`config.mk`:
```
export PLATFORM = sky130hd
export DESIGN_NAME = shift_sequencer
export DESIGN_NICKNAME = d
export VERILOG_FILES = /design/src/rtl/shift_sequencer.sv
export SDC_FILE = /design/constraint.sdc
export NUM_CORES = 1
export LEC_CHECK = 0
export BUFFER_PORTS_ARGS = -buffer_cell sky130_fd_sc_hd__buf_2
export CORE_MARGIN = 2
export CORE_UTILIZATION = 52
export CTS_BUF_LIST = sky130_fd_sc_hd__clkbuf_8
export CTS_CLUSTER_DIAMETER = 80
export CTS_CLUSTER_SIZE = 28
export DETAILED_ROUTE_END_ITERATION = 16
export GPL_ROUTABILITY_DRIVEN = 0
export PLACE_DENSITY = 0.83
export RECOVER_POWER = 25
export SYNTH_ARGS = -nofsm -noshare
export SYNTH_HDL_FRONTEND = slang
export SYNTH_SLANG_ARGS = --single-unit
```
`constraint.sdc`:
```
create_clock -name clk -period 1.85 [get_ports clk]
set_clock_uncertainty 0.15 [all_clocks]
set_input_delay 0.555 -clock clk [delete_from_list [all_inputs] [get_ports clk]]
set_output_delay 0.555 -clock clk [all_outputs]
set_load 0.05 [all_outputs]
```
`src/rtl/shift_sequencer.sv`:
```
// shift_sequencer: multi-step shift/rotate controller around a 1-bit-per-cycle
// shifter. It accepts one request (operand, type, amount) on a valid/ready
// handshake. It applies one step per clock until the amount is used up. It
// then holds the result on an output valid/ready handshake.
//
// Parameters:
//   WIDTH  operand/result width (>= 2)
//   AMT_W  shift-amount width (amounts 0 .. 2**AMT_W-1)
// Ports:
//   clk, rst_n  clock; asynchronous active-low reset
//   in_valid    request present
//   in_ready    block can accept a request
//   in_data     operand
//   in_type     [0] 1=right/0=left, [1] 1=logical/0=arithmetic (right shift
//               only), [2] 1=rotate/0=shift
//   in_amt      number of 1-bit steps
//   out_valid   result present
//   out_ready   consumer takes result
//   out_data    result (equals the work register in every state)
//   busy        high while shifting or holding a result
// Configuration macro:
//   SHIFT_SEQ_PIPE_EN  when defined, a new request is accepted on the same edge
//                      that completes the output handshake (no IDLE bubble).

module shift_sequencer #(
  parameter int unsigned WIDTH = 4,
  parameter int unsigned AMT_W = 3
) (
  input  logic             clk,
  input  logic             rst_n,
  input  logic             in_valid,
  output logic             in_ready,
  input  logic [WIDTH-1:0] in_data,
  input  logic [2:0]       in_type,
  input  logic [AMT_W-1:0] in_amt,
  output logic             out_valid,
  input  logic             out_ready,
  output logic [WIDTH-1:0] out_data,
  output logic             busy
);

  typedef enum logic [1:0] {
    IDLE  = 2'd0,
    SHIFT = 2'd1,
    DONE  = 2'd2
  } state_t;

  state_t             state_q;
  state_t             state_d;
  logic [WIDTH-1:0]   work_q;
  logic [2:0]         type_q;
  logic [AMT_W-1:0]   count_q;
  logic [WIDTH-1:0]   step_val;
  logic               accept;
  state_t             load_state;

  assign accept     = in_valid && in_ready;
  // A zero-amount request skips SHIFT entirely.
  assign load_state = (in_amt == AMT_W'(0)) ? DONE : SHIFT;

  // State register.
  always_ff @(posedge clk or negedge rst_n) begin
    if (!rst_n) begin
      state_q <= IDLE;
    end else begin
      state_q <= state_d;
    end
  end

  // Next-state logic. Acceptance in DONE can only happen when the pipelined
  // in_ready is enabled, so this block serves both builds.
  always_comb begin
    state_d = state_q;
    case (state_q)
      IDLE: begin
        if (accept) state_d = load_state;
      end
      SHIFT: begin
        if (count_q == AMT_W'(1)) state_d = DONE;
      end
      DONE: begin
        if (accept)         state_d = load_state;
        else if (out_ready) state_d = IDLE;
      end
      default: state_d = IDLE;
    endcase
  end

  // Output decode from the state register.
  always_comb begin
    in_ready  = 1'b0;
    out_valid = 1'b0;
    busy      = 1'b0;
    case (state_q)
      IDLE: begin
        in_ready = 1'b1;
      end
      SHIFT: begin
        busy = 1'b1;
      end
      DONE: begin
        out_valid = 1'b1;
        busy      = 1'b1;
`ifdef SHIFT_SEQ_PIPE_EN
        in_ready  = out_ready;
`else
        in_ready  = 1'b0;
`endif
      end
      default: begin
        in_ready = 1'b0;
      end
    endcase
  end

  // Single-step shifter on the work register, selected by the captured type.
  always_comb begin
    step_val = work_q;
    if (type_q[2]) begin
      if (type_q[0]) step_val = {work_q[0], work_q[WIDTH-1:1]};
      else           step_val = {work_q[WIDTH-2:0], work_q[WIDTH-1]};
    end else begin
      if (!type_q[0])     step_val = {work_q[WIDTH-2:0], 1'b0};
      else if (type_q[1]) step_val = {1'b0, work_q[WIDTH-1:1]};
      else                step_val = {work_q[WIDTH-1], work_q[WIDTH-1:1]};
    end
  end

  // Datapath: load on accept, step and count down while in SHIFT.
  always_ff @(posedge clk or negedge rst_n) begin
    if (!rst_n) begin
      work_q  <= '0;
      type_q  <= '0;
      count_q <= '0;
    end else if (accept) begin
      work_q  <= in_data;
      type_q  <= in_type;
      count_q <= in_amt;
    end else if (state_q == SHIFT) begin
      work_q  <= step_val;
      count_q <= count_q - AMT_W'(1);
    end
  end

  assign out_data = work_q;

endmodule

```
==> flow_summary_export.csv <==
group,metric,value,unit
yosys,synth_top_cell_by_area,"dfrtp_1",
worst_setup_path,worstPathRequired,1.14,ns
clocking,numCtsBuffers,3,
grt,grt_pass1_vias,611,
drt,final_antenna_net_count,0,
floorplanning,io_pins,21,
clocking,cts.sinks,12,
sta,rsz0062_at_grt,"true",
grt,grt_usage,21.5,%
sta,hold_viol,0,
worst_setup_path,crit_fanout,3,
clocking,path_clk_slew,0.05,ns
yosys,seq_area_frac_synth,40.0,%
worst_setup_path,crit_arrival,1.14,ns
yosys,synth_nets,98,
sta,period_share,99.6,%
clocking,clock_latency,0.24,ns
sta,report.final.slew_viol_count,0,
layout,nets,124,
floorplanning,die_h,42.0,µm
layout,nFillCells,106,
yosys,synth.most_common_cell,"nand2_1",
power,power_leakage,0.492,nW
yosys,yosysWarnings,0,
clocking,root_buffer,"clkbuf_8",
yosys,synth_edf_count,0,
yosys,syn_area,751,µm²
sta,finalCriticalPeriod,1.84,ns
floorplanning,die_area,1760,µm²
grt,grt-ovfl-total,0,
worst_setup_path,regToRegSetupSlack,0.007,ns
drt,vias,643,
yosys,synth-async-reset-ratio,100,%
yosys,synth_cells,78,
worst_setup_path,crit_type,"flip-flop to output port",
drt,wirelength,1720,µm
power,vdd_ir_drop_max,1.44,mV
layout,drive_above_1_share,34.3,%
grt,grt_pass1_wl,2830,µm
drt,drc,0,
clocking,cts.path.max_buffers,2,
floorplanning,core.rowCount,13,
run,cap_violations,0,
sta,fin_ws,0.00741,ns
sta,setup_viol,0,
status,status,"completed",
sta,holdWs,0.152,ns
yosys,ys.flop_type,"dfrtp_1",
floorplanning,core,1320,µm²
placed_design,dp_hpwl,1230,µm
drt,first_pass_iters,4,
yosys,synth.avg_cell_area,9.62,µm²
placed_design,port_buffers,20,
drt,post_drt_wl_per_cell,14.7,µm
yosys,ys_top_cells_by_count,"nand2_1, dfrtp_1, inv_1",
worst_setup_path,start_kind,"flip-flop",
min_path,holdCritPathClass,"primary input to asynchronous set/reset pin",
floorplanning,initial_core_util,57.0,%
clocking,cts-htree-levels,1,
yosys,synth_top_area_share,40.0,%
yosys,synth_area_leaders,"dfrtp_1, ha_1, nand2_1",
placed_design,post-place-ws,0.108,ns
grt,antenna_found_initial,0,
power,power_density,2140,nW/µm²
floorplanning,die_w,42.0,µm
layout,antenna-diode-count,0,
worst_setup_path,crit_path_end_kind,"output port",
sta,fmax,543,MHz
drt,drt_iter0_drc,4,
sta,worst_pin_slew,0.630,ns
yosys,post_synth_num_cell_types,27,
sta,slew_headroom,58.0,%
power,finalPower,2.08,mW
grt,grt_max_degree,13,
yosys,ys_seq_elements,12,
clocking,cts_tree,"done",
layout,area_growth,29.0,%
drt,routed_via_density,5.50,
## area by class of cell
cell class | count | area, µm² | area share [%]
clock buffers | 3 | 41.3 | 4.26
inverters | 8 | 30.0 | 3.10
flip-flops and latches | 12 | 300 | 31.0
repair buffers | 25 | 163 | 16.8
multi-input cells | 54 | 415 | 42.9
well taps | 15 | 18.8 | 1.94
## kinds of logic after synthesis
logic type | Yosys count | share of synthesized area (%)
buffers and inverters | 12 | 7.50
adder cells (fa/ha/maj) | 6 | 10.0
XOR/XNOR | 2 | 2.33
flip-flops | 12 | 40.0
multiplexers | 6 | 8.33
AND/OR/NAND/NOR | 26 | 17.5
AO/OA/AOI/OAI | 14 | 14.3
## worst max-delay path: stages (launching register included)
cell     delay [ns]
dfrtp_1        0.42
buf_4          0.16
ha_2           0.17
buf_6          0.15
## power breakdown
part | leakage [nW] | internal (mW) | total [mW] | switching [mW]
Clock | 0.0216 | 0.143 | 0.236 | 0.0927
Combinational | 0.325 | 0.550 | 1.31 | 0.756
Sequential | 0.146 | 0.399 | 0.533 | 0.134
## registers in the layout, summed over array words and instances, names as in the netlist
register	count
state_q	2
count_q	3
out_data	4
type_q	3
## per-layer routing
layer | track usage (%) | routed length (µm) | vias to the layer above | share of wire, %
met4 | 3.87 | 37 | 0 | 2.2
met5 | 0 | 0 | - | 0
met3 | 7.76 | 84 | 6 | 4.9
met2 | 34.1 | 819 | 21 | 48
li1 | - | - | 310 | -
met1 | 28.6 | 774 | 306 | 45
## layout by cell type, fill, tap and decap left out, types with 2 or more instances in the layout
cell type / instances
mux2_1: 2
a211oi_1: 2
clkbuf_8: 3
inv_1: 6
mux2i_1: 4
buf_4: 5
buf_2: 16
o21ai_1: 2
nand2_1: 16
buf_8: 2
nor2_1: 4
ha_1: 4
a21oi_1: 2
a21o_1: 2
inv_2: 2
dfrtp_1: 12
## timing repair
item                       in CTS  in global routing
gates resized for setup         5                  5
buffers inserted                1                  1
hold buffers                    0                  0
setup endpoints to repair       3                  3
## stage by stage
stage | instances | instance area [µm²] | TNS, ns | util (%)
6_report | 117 | 968 | 0 | 73.5
5_1_grt | 117 | 968 | -0.103 | 73.5
4_1_cts | 116 | 947 | 0 | 71.9
3_5_place_dp | 112 | 887 | 0 | 67.3
3_3_place_gp | 112 | 887 | 0 | 67.3
2_1_floorplan | 78 | 772 | 0 | -
## final timing paths
kind / from / to / cells after the start
worst max-delay path: state_q[1] / out_valid / 3
worst min-delay path: rst_n / count_q[2] / 1
worst max register to register: state_q[1] / state_q[1] / 5
worst min register to register: type_q[1] / type_q[1] / 2
max in group asynchronous: rst_n / out_data[1] / 1
min in group clk: type_q[1] / type_q[1] / 2
(Power assumes the default switching activity.)
